[src/rtl/rf_sequencer.sv]
// rf_sequencer: four-state IDLE/READ/EXEC/WRITE register-file operation sequencer.
// Define RF_SEQ_SAT_EN for saturating add/sub; otherwise add/sub wrap modulo 256.
module rf_sequencer (
    input  logic       clk,
    input  logic       reset,
    input  logic       req_valid,
    output logic       req_ready,
    input  logic [1:0] req_op,
    input  logic [1:0] req_rs,
    input  logic [1:0] req_rt,
    input  logic [1:0] req_rd,
    output logic       rf_ren_wen,
    output logic [1:0] rf_readaddr1,
    output logic [1:0] rf_readaddr2,
    output logic [1:0] rf_writeaddr,
    output logic [7:0] acc,
    input  logic [7:0] rf_data1,
    input  logic [7:0] rf_data2,
    output logic       done,
    output logic [7:0] result,
    output logic       res_zero
);

    localparam logic [1:0] IDLE  = 2'd0;
    localparam logic [1:0] READ  = 2'd1;
    localparam logic [1:0] EXEC  = 2'd2;
    localparam logic [1:0] WRITE = 2'd3;

    localparam logic [1:0] OP_ADD = 2'b00;
    localparam logic [1:0] OP_SUB = 2'b01;
    localparam logic [1:0] OP_AND = 2'b10;
    localparam logic [1:0] OP_OR  = 2'b11;

    logic [1:0] state;
    logic [1:0] op_q;
    logic [1:0] rs_q;
    logic [1:0] rt_q;
    logic [1:0] rd_q;
    logic [7:0] add_res;
    logic [7:0] sub_res;
    logic [7:0] alu;

`ifdef RF_SEQ_SAT_EN
    logic [8:0] sum;
    logic [8:0] diff;

    assign sum     = {1'b0, rf_data1} + {1'b0, rf_data2};
    assign diff    = {1'b0, rf_data1} - {1'b0, rf_data2};
    assign add_res = sum[8] ? 8'hFF : sum[7:0];
    assign sub_res = diff[8] ? 8'h00 : diff[7:0];
`else
    assign add_res = rf_data1 + rf_data2;
    assign sub_res = rf_data1 - rf_data2;
`endif

    always_comb begin
        alu = 8'h00;
        unique case (op_q)
            OP_ADD:  alu = add_res;
            OP_SUB:  alu = sub_res;
            OP_AND:  alu = rf_data1 & rf_data2;
            OP_OR:   alu = rf_data1 | rf_data2;
            default: alu = 8'h00;
        endcase
    end

    // Addresses come straight from the latched fields so they hold between ops.
    assign req_ready    = (state == IDLE);
    assign rf_readaddr1 = rs_q;
    assign rf_readaddr2 = rt_q;
    assign rf_writeaddr = rd_q;
    assign rf_ren_wen   = (state == WRITE) && (rd_q != 2'd0);
    assign res_zero     = (result == 8'h00);

    always_ff @(posedge clk or posedge reset) begin
        if (reset) begin
            state  <= IDLE;
            op_q   <= 2'd0;
            rs_q   <= 2'd0;
            rt_q   <= 2'd0;
            rd_q   <= 2'd0;
            acc    <= 8'h00;
            result <= 8'h00;
            done   <= 1'b0;
        end else begin
            done <= 1'b0;
            unique case (state)
                IDLE: begin
                    if (req_valid) begin
                        op_q  <= req_op;
                        rs_q  <= req_rs;
                        rt_q  <= req_rt;
                        rd_q  <= req_rd;
                        state <= READ;
                    end
                end
                READ: begin
                    state <= EXEC;
                end
                EXEC: begin
                    acc   <= alu;
                    state <= WRITE;
                end
                WRITE: begin
                    result <= acc;
                    done   <= 1'b1;
                    state  <= IDLE;
                end
                default: state <= IDLE;
            endcase
        end
    end

endmodule
[config.mk]
export PLATFORM = sky130hd
export DESIGN_NAME = rf_sequencer
export DESIGN_NICKNAME = d
export VERILOG_FILES = /design/src/rtl/rf_sequencer.sv
export SDC_FILE = /design/constraint.sdc
export NUM_CORES = 1
export LEC_CHECK = 0
export CORE_ASPECT_RATIO = 0.5
export CORE_MARGIN = 1
export CORE_UTILIZATION = 44
export CTS_BUF_LIST = sky130_fd_sc_hd__clkbuf_4 sky130_fd_sc_hd__clkbuf_8
export CTS_CLUSTER_DIAMETER = 150
export DETAILED_ROUTE_END_ITERATION = 7
export DONT_BUFFER_PORTS = 1
export GPL_ROUTABILITY_DRIVEN = 1
export PLACE_DENSITY = 0.63
export SYNTH_ARGS = -nofsm -noshare
export SYNTH_HDL_FRONTEND = slang
export SYNTH_SLANG_ARGS = --single-unit
[constraint.sdc]
create_clock -name clk -period 6.33 [get_ports clk]
set_clock_uncertainty 0.15 [all_clocks]
set_input_delay 0.633 -clock clk [delete_from_list [all_inputs] [get_ports clk]]
set_output_delay 0.633 -clock clk [all_outputs]
set_load 0.02 [all_outputs]
==> results.cfg <==
[outcome]
status = completed

[worst_setup_path]
startpoint_type = register
critPathCaptureType = register
cp_num_buf_inv = 0
regToRegStartpoint = op_q[0]
cp_cell_sequence = nor2b_1 > mux2i_1 > ha_1 > nor2b_1 > o31a_1 > a41oi_1 > xnor2_1 > o221ai_1
cp_slowest_cell = dfrtp_1
required_ps = 6310
cp.arrival_ps = 2890
crit_family = compound AO/OA/AOI/OAI gates
crit_top_cell = nor2b_1
max_stage_delay_ps = 580
startpoint = op_q[0]
critPathKind = register to register
crit_fanout = 12

[clock_tree]
clk_path_buf_depth = 2
htreeDepth = 1
cts_setup_buffers = 0
cts_made_buffers = 3
post_cts_resized = 0
cts.clk_slew.worst_paths_ps = 90
clock_latency_ps = 270
hold_buffers = 0
root_buffer = clkbuf_8
cts_tree = built
cts_sinks = 27

[floorplan]
rows = 15
core_sq_mm = 0.00358
start_util = 0.479
fp.dieW_microns = 90.3
die_h_microns = 46.2
die_area_sq_mm = 0.00417
ios = 53

[detailed_routing]
drt_pass1_iterations = 4
vias = 1205
drt_iter0_drc = 65
antenna_left = 0
drt-total-wl_microns = 3440
drc = 0
detail_route.wl_per_cell_microns = 15.9
avgViaCountPerCell = 5.58

[global_routing]
grt_pass1_vias = 1181
antenna_found_initial = 0
grt_pass1_wl_microns = 5580
grt_max_degree = 28
overflow = 0
grt_use_total = 0.177

[timing]
slew_headroom = 0.343
setup_violations = 0
whs_ps = 282
period_minus_slack_ps = 2920
hold_viol = 0
drv_slew = 0
max_freq_mhz = 343
fin_crit_sh = 0.461
tns_ps = 0
rsz0062_at_grt = false
worst_pin_slew_ps = 984

[place]
gp_congestion = 0.920
dpl.hpwl_microns = 2680
io_buffer_count = 0
placed_cells = 212

[yosys]
synthArstFlopShare = 1.00
synth_fp_nets = 209
synth-main-ff-cell = dfrtp_1
synth.avg_cell_area_sq_um = 10.2
synth_seq_area_share = 0.394
syn_area_sq_mm = 0.00172
syn_inst = 168
synth_edf_count = 0
ys_ff_latch = 27
synth_warnings = 0
synthDistinctLibCells = 36

[power]
total_leakage_power_nw = 0.730
ir_drop_v = 0.000154
power_density_mw_per_mm2 = 544

[finish]
nets = 207
antenna_cells = 0
final_cell_count_no_fill = 216
syn2layout_area_growth_pct = 4.96
drive_gt1_frac = 0.139

[hold_path]
hold_path_class = primary input to register
hold_start = req_valid

[run]
cap_violations = 0
## synth_stat cells, drive strengths merged (2+ instances only)
master / instances / area, sq um
mux2i: 4 / 40.0
clkbuf: 5 / 20.0
nor3b: 2 / 15.0
a21oi: 15 / 78.8
buf: 2 / 7.51
o21a: 2 / 15.0
nand2b: 2 / 12.5
nor2b: 2 / 12.5
nand2: 4 / 15.0
o211ai: 2 / 15.0
o21ai: 6 / 30.0
nor3: 5 / 25.0
inv: 11 / 41.3
dfrtp: 27 / 676
a41oi: 2 / 17.5
mux2: 16 / 180
maj3: 6 / 60.1
xnor2: 9 / 78.8
ha: 13 / 163
a211oi: 2 / 15.0
nor2: 16 / 60.1
or4: 2 / 15.0
nand3: 2 / 10.0
## metrics by stage
step                setup WS, ps  cell area (sq um)  power (W)   util
CTS                         3390               1800   0.000988  0.502
floorplan                   3740               1720   0.000794      -
global placement            3520               1750   0.000873  0.489
finish                      3410               1800   0.000979  0.502
global route                3190               1800    0.00106  0.502
detailed placement          3420               1750   0.000886  0.489
## final timing paths
kind                             end  slack (ps)  cells past startpoint
hold reg to reg             state[1]         440                      2
hold / removal              state[1]         280                      1
max in group asynchronous  result[2]        5110                      1
setup reg to reg              acc[7]        3410                      8
min in group asynchronous       done         320                      1
setup / recovery              acc[7]        3410                      8
## state kept, by name, indices dropped and copies added, names as in the netlist
signal / cells
acc: 8
result: 8
rf_readaddr2: 2
state: 2
rf_readaddr1: 2
op_q: 2
rf_writeaddr: 2
done: 1
## where the power goes
group / total, W / switching [W] / internal, W
logic: 0.000439 / 0.000222 / 0.000216
clock network: 0.0000989 / 0.0000496 / 0.0000493
registers: 0.000441 / 0.000181 / 0.000260
total: 0.000979 / 0.000453 / 0.000526
## cells by family (layout without fill, tap and decap cells)
kind of cell               after synthesis  after routing  synth area share
xor gates and xnor gates                10             10            0.0511
adders and majority gates               20             20             0.142
muxes                                   20             20             0.128
and+or+nand+nor                         37             37             0.109
buffers and inverters                   18             15            0.0401
AOI/OAI and AO/OA                       36             36             0.136
DFF                                     27             27             0.394
## placed cells by master (no fill, tap or decap), drive strengths merged, types with 2 or more instances in the layout
cell	n
a211oi	2
a21oi	15
a41oi	2
clkbuf	4
dfrtp	27
ha	13
inv	11
maj3	6
mux2	16
mux2i	4
nand2	4
nand2b	2
nand3	2
nor2	16
nor2b	2
nor3	5
nor3b	2
o211ai	2
o21a	2
o21ai	6
or4	2
xnor2	9
## cell type report
cell class / instances / area (sq um)
tap: 51 / 63.8
sequential: 27 / 676
multi-input combinational: 123 / 971
clock buffer: 4 / 48.8
inverter: 11 / 41.3
fill: 341 / 1780
## routing by layer
layer | vias up | GRT usage | part of all wire
met5 | - | 0 | 0
met4 | 0 | 0.0581 | 0.013
met3 | 5 | 0.0347 | 0.046
met2 | 39 | 0.287 | 0.42
met1 | 574 | 0.243 | 0.52
li1 | 587 | - | -
(Power assumes the default switching activity.)
